**config.mk**
```make
export PLATFORM = sky130hd
export DESIGN_NAME = mem_arbiter_flat
export DESIGN_NICKNAME = d
export VERILOG_FILES = /design/src/rtl/mem_arbiter_pkg.sv /design/src/rtl/mem_arbiter_if.sv /design/src/rtl/mem_arbiter_rr_pick2.sv /design/src/rtl/mem_arbiter.sv /design/src/flat_wrapper.sv
export SDC_FILE = /design/constraint.sdc
export NUM_CORES = 1
export LEC_CHECK = 0
export ABC_AREA = 1
export CORE_ASPECT_RATIO = 0.6
export CORE_UTILIZATION = 43
export CTS_CLUSTER_DIAMETER = 120
export DETAILED_ROUTE_END_ITERATION = 12
export PLACE_DENSITY = 0.85
export SLEW_MARGIN = 20
export SYNTH_ARGS = -nofsm -noshare
export SYNTH_HDL_FRONTEND = slang
export SYNTH_SLANG_ARGS = --single-unit
```
**constraint.sdc**
```tcl
create_clock -name clk -period 2.5 [get_ports clk]
set_input_delay 0.25 -clock clk [delete_from_list [all_inputs] [get_ports clk]]
set_output_delay 0.25 -clock clk [all_outputs]
set_load 0.02 [all_outputs]
```
**src/rtl/mem_arbiter_pkg.sv**
```systemverilog
`default_nettype none
// ============================================================================
//  Module      : mem_pkg
//  Description : Shared definitions for the two-master memory arbiter:
//                ownership FSM encoding, default memory depth, word width and
//                the address range check used for every master.
//  Ports       : none (package)
//  Revision    : 1.0  initial release
// ============================================================================
package mem_pkg;

  localparam int c_addr_words = 1024;  // default shared memory depth (words)
  localparam int c_data_w     = 32;    // memory word width

  // Ownership state: IDLE means nobody holds the port.
  typedef enum logic [1:0] {
    IDLE = 2'd0,
    OWN0 = 2'd1,
    OWN1 = 2'd2
  } arb_state_t;

  // A byte address is usable only if it is word aligned and every bit above
  // the word index is zero.
  function automatic logic addr_in_range(input logic [31:0] addr, input int aw);
    return ((addr >> (aw + 2)) == 32'd0) && (addr[1:0] == 2'b00);
  endfunction

endpackage
`default_nettype wire

```
**src/rtl/mem_arbiter_if.sv**
```systemverilog
`default_nettype none
// ============================================================================
//  Module      : mem_arbiter_if
//  Description : Bundle of both master ports and the memory port of the
//                arbiter.
//  Ports       : m0_*/m1_* : req, we, lock, addr, wdata (master -> arbiter)
//                            gnt, rvalid, rdata, err (arbiter -> master)
//                mem_*     : we, addr, wdata (arbiter -> memory)
//                            rdata (memory -> arbiter)
//                modport slave  : arbiter view
//                modport master : masters + memory model view
//  Revision    : 1.0  initial release
// ============================================================================
interface mem_arbiter_if #(
  parameter int AW = 10
) ();
  import mem_pkg::*;

  logic                m0_req;
  logic                m0_we;
  logic                m0_lock;
  logic [31:0]         m0_addr;
  logic [c_data_w-1:0] m0_wdata;
  logic                m0_gnt;
  logic                m0_rvalid;
  logic [c_data_w-1:0] m0_rdata;
  logic                m0_err;

  logic                m1_req;
  logic                m1_we;
  logic                m1_lock;
  logic [31:0]         m1_addr;
  logic [c_data_w-1:0] m1_wdata;
  logic                m1_gnt;
  logic                m1_rvalid;
  logic [c_data_w-1:0] m1_rdata;
  logic                m1_err;

  logic                mem_we;
  logic [AW-1:0]       mem_addr;
  logic [c_data_w-1:0] mem_wdata;
  logic [c_data_w-1:0] mem_rdata;

  modport slave (
    input  m0_req, m0_we, m0_lock, m0_addr, m0_wdata,
    output m0_gnt, m0_rvalid, m0_rdata, m0_err,
    input  m1_req, m1_we, m1_lock, m1_addr, m1_wdata,
    output m1_gnt, m1_rvalid, m1_rdata, m1_err,
    output mem_we, mem_addr, mem_wdata,
    input  mem_rdata
  );

  modport master (
    output m0_req, m0_we, m0_lock, m0_addr, m0_wdata,
    input  m0_gnt, m0_rvalid, m0_rdata, m0_err,
    output m1_req, m1_we, m1_lock, m1_addr, m1_wdata,
    input  m1_gnt, m1_rvalid, m1_rdata, m1_err,
    input  mem_we, mem_addr, mem_wdata,
    output mem_rdata
  );

endinterface
`default_nettype wire

```
**src/rtl/mem_arbiter_rr_pick2.sv**
```systemverilog
`default_nettype none
// ============================================================================
//  Module      : rr_pick2
//  Description : Two-way round-robin picker. A lone requester wins; on a tie
//                the master that was not granted last wins.
//  Ports       : i_req0, i_req1 : request lines
//                i_last         : index of the master granted last
//                o_pick0/1      : one-hot pick (both 0 when nobody requests)
//  Revision    : 1.0  initial release
// ============================================================================
module rr_pick2 (
  input  wire logic i_req0,
  input  wire logic i_req1,
  input  wire logic i_last,
  output logic      o_pick0,
  output logic      o_pick1
);

  assign o_pick0 = i_req0 & (~i_req1 |  i_last);
  assign o_pick1 = i_req1 & (~i_req0 | ~i_last);

endmodule
`default_nettype wire

```
**src/rtl/mem_arbiter.sv**
```systemverilog
`default_nettype none
// ============================================================================
//  Module      : mem_arbiter
//  Description : Arbitrates two masters onto one single-port data memory.
//                Round-robin among unlocked beats, with locked bursts that
//                are capped at MAX_BURST beats. Read data and range errors
//                are returned one cycle after the grant.
//  Ports       : clk   : clock, rising edge
//                reset : synchronous, active-low
//                bus   : mem_arbiter_if.slave (both masters + memory port)
//  Revision    : 1.0  initial release
// ============================================================================
module mem_arbiter
  import mem_pkg::*;
#(
  parameter int ADDR_WORDS = c_addr_words,
  parameter int MAX_BURST  = 16
) (
  input  wire logic     clk,
  input  wire logic     reset,
  mem_arbiter_if.slave  bus
);

  localparam int         AW           = $clog2(ADDR_WORDS);
  localparam logic [7:0] c_max_burst  = 8'(MAX_BURST);
  // A one-beat cap means a locked entry beat already exhausts the burst.
  localparam logic       c_single     = (MAX_BURST == 1);

  arb_state_t r_state, w_state_nxt;
  logic       r_last, w_last_nxt;
  logic [7:0] r_burst, w_burst_nxt;
  logic [7:0] w_burst_inc;

  logic w_pick0, w_pick1;
  logic w_gnt0, w_gnt1, w_any_gnt;
  logic w_ok0, w_ok1;
  logic w_rd0, w_rd1;

  logic [AW-1:0]       w_sel_addr;
  logic [c_data_w-1:0] w_sel_wdata;

  logic                r_rvalid0, r_rvalid1;
  logic                r_err0, r_err1;
  logic [c_data_w-1:0] r_rdata0, r_rdata1;
  logic [AW-1:0]       r_mem_addr;
  logic [c_data_w-1:0] r_mem_wdata;

  rr_pick2 u_pick (
    .i_req0  (bus.m0_req),
    .i_req1  (bus.m1_req),
    .i_last  (r_last),
    .o_pick0 (w_pick0),
    .o_pick1 (w_pick1)
  );

  assign w_ok0       = addr_in_range(bus.m0_addr, AW);
  assign w_ok1       = addr_in_range(bus.m1_addr, AW);
  assign w_burst_inc = r_burst + 8'd1;

  // Grant and next-state logic. Grants are forced low while reset is held so
  // nothing touches memory during reset.
  always_comb begin
    w_gnt0      = 1'b0;
    w_gnt1      = 1'b0;
    w_state_nxt = r_state;
    w_last_nxt  = r_last;
    w_burst_nxt = r_burst;
    if (reset) begin
      case (r_state)
        IDLE: begin
          w_gnt0 = w_pick0;
          w_gnt1 = w_pick1;
          if (w_gnt0) begin
            if (bus.m0_lock && !c_single) begin
              w_state_nxt = OWN0;
              w_burst_nxt = 8'd1;  // entry beat counts toward the cap
            end else begin
              w_last_nxt = 1'b0;
            end
          end else if (w_gnt1) begin
            if (bus.m1_lock && !c_single) begin
              w_state_nxt = OWN1;
              w_burst_nxt = 8'd1;
            end else begin
              w_last_nxt = 1'b1;
            end
          end
        end
        OWN0: begin
          w_gnt0 = bus.m0_req;
          if (w_gnt0) begin
            if (!bus.m0_lock || (w_burst_inc == c_max_burst)) begin
              w_state_nxt = IDLE;
              w_last_nxt  = 1'b0;
              w_burst_nxt = 8'd0;
            end else begin
              w_burst_nxt = w_burst_inc;
            end
          end
        end
        OWN1: begin
          w_gnt1 = bus.m1_req;
          if (w_gnt1) begin
            if (!bus.m1_lock || (w_burst_inc == c_max_burst)) begin
              w_state_nxt = IDLE;
              w_last_nxt  = 1'b1;
              w_burst_nxt = 8'd0;
            end else begin
              w_burst_nxt = w_burst_inc;
            end
          end
        end
        default: begin
          w_state_nxt = IDLE;
          w_burst_nxt = 8'd0;
        end
      endcase
    end
  end

  assign w_any_gnt   = w_gnt0 | w_gnt1;
  assign w_sel_addr  = w_gnt1 ? bus.m1_addr[AW+1:2] : bus.m0_addr[AW+1:2];
  assign w_sel_wdata = w_gnt1 ? bus.m1_wdata : bus.m0_wdata;
  assign w_rd0       = w_gnt0 & ~bus.m0_we & w_ok0;
  assign w_rd1       = w_gnt1 & ~bus.m1_we & w_ok1;

  always_ff @(posedge clk) begin
    if (!reset) begin
      r_state     <= IDLE;
      r_last      <= 1'b1;
      r_burst     <= 8'd0;
      r_rvalid0   <= 1'b0;
      r_rvalid1   <= 1'b0;
      r_err0      <= 1'b0;
      r_err1      <= 1'b0;
      r_rdata0    <= '0;
      r_rdata1    <= '0;
      r_mem_addr  <= '0;
      r_mem_wdata <= '0;
    end else begin
      r_state   <= w_state_nxt;
      r_last    <= w_last_nxt;
      r_burst   <= w_burst_nxt;
      r_rvalid0 <= w_rd0;
      r_rvalid1 <= w_rd1;
      r_err0    <= w_gnt0 & ~w_ok0;
      r_err1    <= w_gnt1 & ~w_ok1;
      if (w_rd0) r_rdata0 <= bus.mem_rdata;
      if (w_rd1) r_rdata1 <= bus.mem_rdata;
      // Remember the last driven address/data so the memory port holds
      // steady instead of dropping to zero between grants.
      if (w_any_gnt) begin
        r_mem_addr  <= w_sel_addr;
        r_mem_wdata <= w_sel_wdata;
      end
    end
  end

  assign bus.m0_gnt    = w_gnt0;
  assign bus.m1_gnt    = w_gnt1;
  assign bus.m0_rvalid = r_rvalid0;
  assign bus.m1_rvalid = r_rvalid1;
  assign bus.m0_rdata  = r_rdata0;
  assign bus.m1_rdata  = r_rdata1;
  assign bus.m0_err    = r_err0;
  assign bus.m1_err    = r_err1;

  // Out-of-range writes are granted but never reach the memory.
  assign bus.mem_we    = (w_gnt0 & bus.m0_we & w_ok0) | (w_gnt1 & bus.m1_we & w_ok1);
  assign bus.mem_addr  = w_any_gnt ? w_sel_addr  : r_mem_addr;
  assign bus.mem_wdata = w_any_gnt ? w_sel_wdata : r_mem_wdata;

endmodule
`default_nettype wire

```
**src/flat_wrapper.sv**
```systemverilog
// flat-port wrapper written by rule: the top's interface ports become plain ports
module mem_arbiter_flat import mem_pkg::*;
#(
  parameter int ADDR_WORDS = c_addr_words,
  parameter int MAX_BURST  = 16
)
  (clk, reset, bus_m0_req, bus_m0_we, bus_m0_lock, bus_m0_addr, bus_m0_wdata, bus_m0_gnt, bus_m0_rvalid, bus_m0_rdata, bus_m0_err, bus_m1_req, bus_m1_we, bus_m1_lock, bus_m1_addr, bus_m1_wdata, bus_m1_gnt, bus_m1_rvalid, bus_m1_rdata, bus_m1_err, bus_mem_we, bus_mem_addr, bus_mem_wdata, bus_mem_rdata);
  mem_arbiter_if #(.AW(10)) bus_i ();
  input  wire logic clk;
  input  wire logic reset;
  input wire logic [$bits(bus_i.m0_req)-1:0] bus_m0_req;
  input wire logic [$bits(bus_i.m0_we)-1:0] bus_m0_we;
  input wire logic [$bits(bus_i.m0_lock)-1:0] bus_m0_lock;
  input wire logic [$bits(bus_i.m0_addr)-1:0] bus_m0_addr;
  input wire logic [$bits(bus_i.m0_wdata)-1:0] bus_m0_wdata;
  output wire logic [$bits(bus_i.m0_gnt)-1:0] bus_m0_gnt;
  output wire logic [$bits(bus_i.m0_rvalid)-1:0] bus_m0_rvalid;
  output wire logic [$bits(bus_i.m0_rdata)-1:0] bus_m0_rdata;
  output wire logic [$bits(bus_i.m0_err)-1:0] bus_m0_err;
  input wire logic [$bits(bus_i.m1_req)-1:0] bus_m1_req;
  input wire logic [$bits(bus_i.m1_we)-1:0] bus_m1_we;
  input wire logic [$bits(bus_i.m1_lock)-1:0] bus_m1_lock;
  input wire logic [$bits(bus_i.m1_addr)-1:0] bus_m1_addr;
  input wire logic [$bits(bus_i.m1_wdata)-1:0] bus_m1_wdata;
  output wire logic [$bits(bus_i.m1_gnt)-1:0] bus_m1_gnt;
  output wire logic [$bits(bus_i.m1_rvalid)-1:0] bus_m1_rvalid;
  output wire logic [$bits(bus_i.m1_rdata)-1:0] bus_m1_rdata;
  output wire logic [$bits(bus_i.m1_err)-1:0] bus_m1_err;
  output wire logic [$bits(bus_i.mem_we)-1:0] bus_mem_we;
  output wire logic [$bits(bus_i.mem_addr)-1:0] bus_mem_addr;
  output wire logic [$bits(bus_i.mem_wdata)-1:0] bus_mem_wdata;
  input wire logic [$bits(bus_i.mem_rdata)-1:0] bus_mem_rdata;
  assign bus_i.m0_req = bus_m0_req;
  assign bus_i.m0_we = bus_m0_we;
  assign bus_i.m0_lock = bus_m0_lock;
  assign bus_i.m0_addr = bus_m0_addr;
  assign bus_i.m0_wdata = bus_m0_wdata;
  assign bus_m0_gnt = bus_i.m0_gnt;
  assign bus_m0_rvalid = bus_i.m0_rvalid;
  assign bus_m0_rdata = bus_i.m0_rdata;
  assign bus_m0_err = bus_i.m0_err;
  assign bus_i.m1_req = bus_m1_req;
  assign bus_i.m1_we = bus_m1_we;
  assign bus_i.m1_lock = bus_m1_lock;
  assign bus_i.m1_addr = bus_m1_addr;
  assign bus_i.m1_wdata = bus_m1_wdata;
  assign bus_m1_gnt = bus_i.m1_gnt;
  assign bus_m1_rvalid = bus_i.m1_rvalid;
  assign bus_m1_rdata = bus_i.m1_rdata;
  assign bus_m1_err = bus_i.m1_err;
  assign bus_mem_we = bus_i.mem_we;
  assign bus_mem_addr = bus_i.mem_addr;
  assign bus_mem_wdata = bus_i.mem_wdata;
  assign bus_i.mem_rdata = bus_mem_rdata;
  mem_arbiter #(.ADDR_WORDS(ADDR_WORDS), .MAX_BURST(MAX_BURST)) u_core (.clk(clk), .reset(reset), .bus(bus_i));
endmodule
```
# == Word level (Yosys, flattened, before mapping) ==
# Index checks and enable logic that the tools add are counted.
# totals
wordCells,97
regBits,121
input_bits,168
output_inout_bits,113
# classes
n_reduce_logical,15
bitwise_logic,23
n_eq_ne,12
mux,35
add_sub_neg,1
# op_table
op,n
$logic_not A32 Y1,2
$mux W32,2
$mux W8,8
$pmux W8 S3,1
$mux W10,2
$mux W2,8
$and A1 B1 Y1,12
$mux W1,10
$add A8 B1 Y8 const B,1
$eq A8 B5 Y1 const B,1
$reduce_and A8 Y1,1
$not A1 Y1,7
$reduce_and A7 Y1,1
$logic_not A2 Y1,3
$ne A3 B2 Y1 const B,2
$ne A3 B3 Y1 const B,2
$pmux W2 S3,1
$reduce_and A5 Y1,1
$ne A2 B1 Y1 const B,2
$ne A2 B2 Y1 const B,2
$or A1 B1 Y1,4
$pmux W1 S2,2
$ne A3 B1 Y1 const B,1
$pmux W1 S3,1
other kinds (6),9

# == Logic depth before layout (Yosys ltp) ==
# logic_depth
word_depth,8
mapped_depth,12
depth_no_buf,12

# == Modules after synthesis ==
# A second synthesis with hierarchy kept.
# unflattened
hier_cells,742
area_unflattened_um2,5479.0
# modules_own_cells
module,cells_each,seq_area_each_um2,instances,area_each_um2
mem_arbiter,738,2422.3,1,5451.5
rr_pick2,4,0.0,1,27.5

# == Worst setup path after synthesis ==
# OpenSTA, ideal clock, no wires.
# synth_path
path_kind,register to output
startpoint,register u_core.r_state[0]
endpoint,output bus_mem_wdata[23]
path_buffers,2
t_required_ns,2.250
setup_slack_ns,0.611
path_stages_with_launch,13
t_arrival_ns,1.639
cell_sequence,dfxtp_1 -> inv_1 -> ha_1 -> nand2_1 -> nand2_1 -> nand3_4 -> nand2_2 -> inv_2 -> buf_6 -> buf_6 -> nor2_2 -> o21ai_1 -> nand2_1
# synth_between
elab_chain_cells,5
word_cells_on_any_way,10
classes_between,eq/ne (2); mux (6); bitwise (1); reduce/logical (1)
# synth_rtl
element,line_no,source
from (decl),mem_arbiter.sv:29,"arb_state_t r_state, w_state_nxt;"
from (signal assigned),mem_arbiter.sv:141,r_state <= w_state_nxt;
$eq A2 B2 Y1 (tied with other cells),mem_arbiter.sv:69,case (r_state)
$pmux W1 S2,mem_arbiter.sv:69,
$mux W1,mem_arbiter.sv:68,if (reset) begin
$mux W32 / $or A1 B1 Y1 (equally long branches),"mem_arbiter.sv:123, mem_arbiter.sv:121",
$mux W32 *,mem_arbiter.sv:171,assign bus.mem_wdata = w_any_gnt ? w_sel_wdata : r_mem_wdata;
to (decl),flat_wrapper.sv:31,output wire logic [$bits(bus_i.mem_wdata)-1:0] bus_mem_wdata;
# Mark *: on every way between the ends. The rest lies on a longest branch, timed or not.

# == Worst setup path after layout ==
# layout_path
startpoint,register u_core.r_state[0]
endpoint,output bus_mem_addr[7]
# layout_between
elab_chain_cells,5
word_cells_on_any_way,10
classes_between,eq/ne (2); mux (6); bitwise (1); reduce/logical (1)
# layout_rtl
element,line_no,source
$eq A2 B2 Y1 (tied with other cells),mem_arbiter.sv:69,
$pmux W1 S2,mem_arbiter.sv:69,
$mux W1,mem_arbiter.sv:68,
$mux W10 / $or A1 B1 Y1 (equally long branches),"mem_arbiter.sv:122, mem_arbiter.sv:121",
$mux W10 *,mem_arbiter.sv:170,assign bus.mem_addr = w_any_gnt ? w_sel_addr : r_mem_addr;
to (decl),flat_wrapper.sv:30,output wire logic [$bits(bus_i.mem_addr)-1:0] bus_mem_addr;
# Marked as above.

==> impl_metrics.env <==
export IMPL_grt_max_degree=47
export IMPL_syn_area_mm2=0.00546
export IMPL_path_class="reg -> out"
export IMPL_clock_latency_ns=0.41
export IMPL_cts_tree="done"
export IMPL_num_vias=6620
export IMPL_p_leak_nw=3.90
export IMPL_ys_flop_type="dfxtp_1"
export IMPL_tightest_slew_ns=0.377
export IMPL_pin_count=281
export IMPL_drv_slew=0
export IMPL_worstSetupStartpointType="register"
export IMPL_setup_ws_ns=0.0323
export IMPL_die_area_mm2=0.0132
export IMPL_drive_gt1_share_pct=18.6
export IMPL_timing_final_crit_period_ns=2.47
export IMPL_async_flop_share_pct=0
export IMPL_period_share_pct=98.7
export IMPL_antenna_found_initial=0
export IMPL_synth_edf_count=0
export IMPL_drtAntennaViolNets=0
export IMPL_n_fill_cell=900
export IMPL_cp_required_ns=2.25
export IMPL_die_w_um=148
export IMPL_place_ws_ns=-0.163
export IMPL_start_util_pct=44.7
export IMPL_syn_inst=777
export IMPL_arrival_ns=2.22
export IMPL_final_common_cell="clkdlybuf4s50_1"
export IMPL_firstDrtPassIters=5
export IMPL_worst_setup_path_end_kind="output pin"
export IMPL_peakVddDrop_mv=0.506
export IMPL_std_cell_rows=31
export IMPL_most_common_layout_cells="clkdlybuf4s50_1, nand2_1, dfxtp_1"
export IMPL_grt_usage_pct=29.3
export IMPL_outcome="finished clean"
export IMPL_drv_cap=0
export IMPL_ys_warn_count=0
export IMPL_hold_class="in -> reg"
export IMPL_power_total_mw=7.86
export IMPL_post_dp_hpwl_um=14100
export IMPL_rsz0062_at_grt="yes"
export IMPL_core_area_mm2=0.0122
export IMPL_cts_num_sinks=121
export IMPL_wl_per_cell_um=15.9
export IMPL_n_antenna_cell=0
export IMPL_grt_pass1_wl_um=29900
export IMPL_ff2ff_setup_slack_ns=0.60
export IMPL_synth_seq_cells=121
export IMPL_port_buffers=280
export IMPL_fmax_mhz=405
export IMPL_path_clk_slew_ns=0.06
export IMPL_multiInputGateArea_mm2=0.00277
export IMPL_syn_to_final_growth_pct=74.4
export IMPL_via_per_inst=5.15
export IMPL_cts_buffer_depth=2
export IMPL_avgSynthCellArea_um2=7.03
export IMPL_dp_cells=1248
export IMPL_wirelength_um=20400
export IMPL_hold_viol=0
export IMPL_setup_viol=0
export IMPL_finalSetupTns_ns=0
export IMPL_drt_iter0_markers=404
export IMPL_htreeDepth=4
export IMPL_die_h_um=89.3
export IMPL_regArea_mm2=0.00242
export IMPL_ys_types=31
export IMPL_max_slew_margin_pct=74.9
export IMPL_grt_pass1_vias=5963
export IMPL_cts_root_buf="clkbuf_16"
export IMPL_p_per_area_mw_per_mm2=825
export IMPL_cts_buffers=17
export IMPL_grt_overflow=0
export IMPL_route_detailed_drc=0
export IMPL_nNetsFinal=1282
export IMPL_cp_max_fo=21
export IMPL_finClkSkew_ns=0.0119
export IMPL_gp_congestion=0.904
export IMPL_whs_ns=0.457
export IMPL_seq_area_frac_synth_pct=44.3
export IMPL_syn_num_nets=951
export IMPL_finalNonFillerCells=1286
[cells by family after synthesis]
kind of cell	after synthesis	share of synthesized area, %
AO/OA/AOI/OAI	173	16.4
AND/OR/NAND/NOR	404	31.7
flip-flops	121	44.3
adder cells (fa/ha/maj)	6	1.37
buffers and inverters	73	6.11
[cells in the mapped netlist (8+ instances only)]
library cell	count	share of area, %
nand2_1	192	13
dfxtp_1	121	44
a21oi_1	113	10
nor2_1	96	6.6
nand3_1	79	7.2
buf_2	29	2.7
o21ai_1	25	2.3
o21ai_0	24	2.2
inv_1	20	1.4
nor2_2	17	1.9
clkbuf_1	14	0.96
nor4_1	8	0.92
[path summary, 6_finish.rpt]
kind / to / from / cells after the start
worst max register to register: u_core.r_burst[4] / u_core.r_state[0] / 9
worst min register to register: u_core.bus.m1_rdata[16] / u_core.bus.m1_rdata[16] / 2
worst max-delay path: bus_mem_addr[7] / u_core.r_state[0] / 12
worst min-delay path: u_core.bus.m1_rdata[30] / bus_mem_rdata[30] / 3
[critical path: stages, from the launching register on]
cell	delay [ns]
dfxtp_2	0.33
inv_2	0.08
ha_2	0.19
inv_2	0.05
nand2_1	0.10
nand3_4	0.14
buf_4	0.18
buf_12	0.15
nor2_1	0.15
nor2_1	0.07
o21ai_1	0.10
nand2_1	0.08
buf_2	0.17
[state kept, by name, summed over array words and instances, names as in the netlist]
name                  count
u_core.r_burst            8
u_core.r_state            2
u_core.bus.m0_rvalid      1
u_core.bus.m0_err         1
u_core.bus.m0_rdata      32
u_core.bus.m1_rdata      32
u_core.bus.m1_err         1
u_core.bus.m1_rvalid      1
u_core.r_mem_wdata       32
u_core.r_last             1
u_core.r_mem_addr        10
[repair_timing]
| action | in CTS | in global routing |
|---|---|---|
| endpoints found under the setup margin | 45 | 44 |
| resized for setup | 146 | 69 |
| setup buffers | 0 | 2 |
| pin swaps | 0 | 2 |
| hold buffers | 0 | 0 |
| cloned | 1 | 3 |
[stage by stage]
| stage | util [%] | area, um2 |
|---|---|---|
| finish | 78.0 | 9530 |
| global route | 78.0 | 9530 |
| CTS | 78.4 | 9580 |
| detailed placement | 72.8 | 8890 |
| global placement | 72.8 | 8890 |
| floorplan | - | 5460 |
[final cells by class]
cell class,instances,area share [%]
clock inverter,11,1.67
clock buffer,21,4.94
timing repair buffer,360,35.6
tap,165,2.17
inverter,25,1.13
sequential,121,25.4
multi-input combinational,583,29.1
[per-layer routing]
metal / global-route usage (%) / vias up / routed length, um
met5: 0 / - / 0
met4: 12.0 / 0 / 518
met3: 6.33 / 38 / 1390
met2: 48.3 / 257 / 9430
met1: 37.9 / 3090 / 9100
li1: - / 3235 / -
[power breakdown]
part           total (mW)  internal [mW]  leakage (nW)  switching (mW)
clock                2.59           1.67         0.305           0.922
sequential           2.26           2.16         0.983           0.100
combinational        3.01           1.31          2.61            1.70
Note: power is estimated with default switching activity, not from simulation.
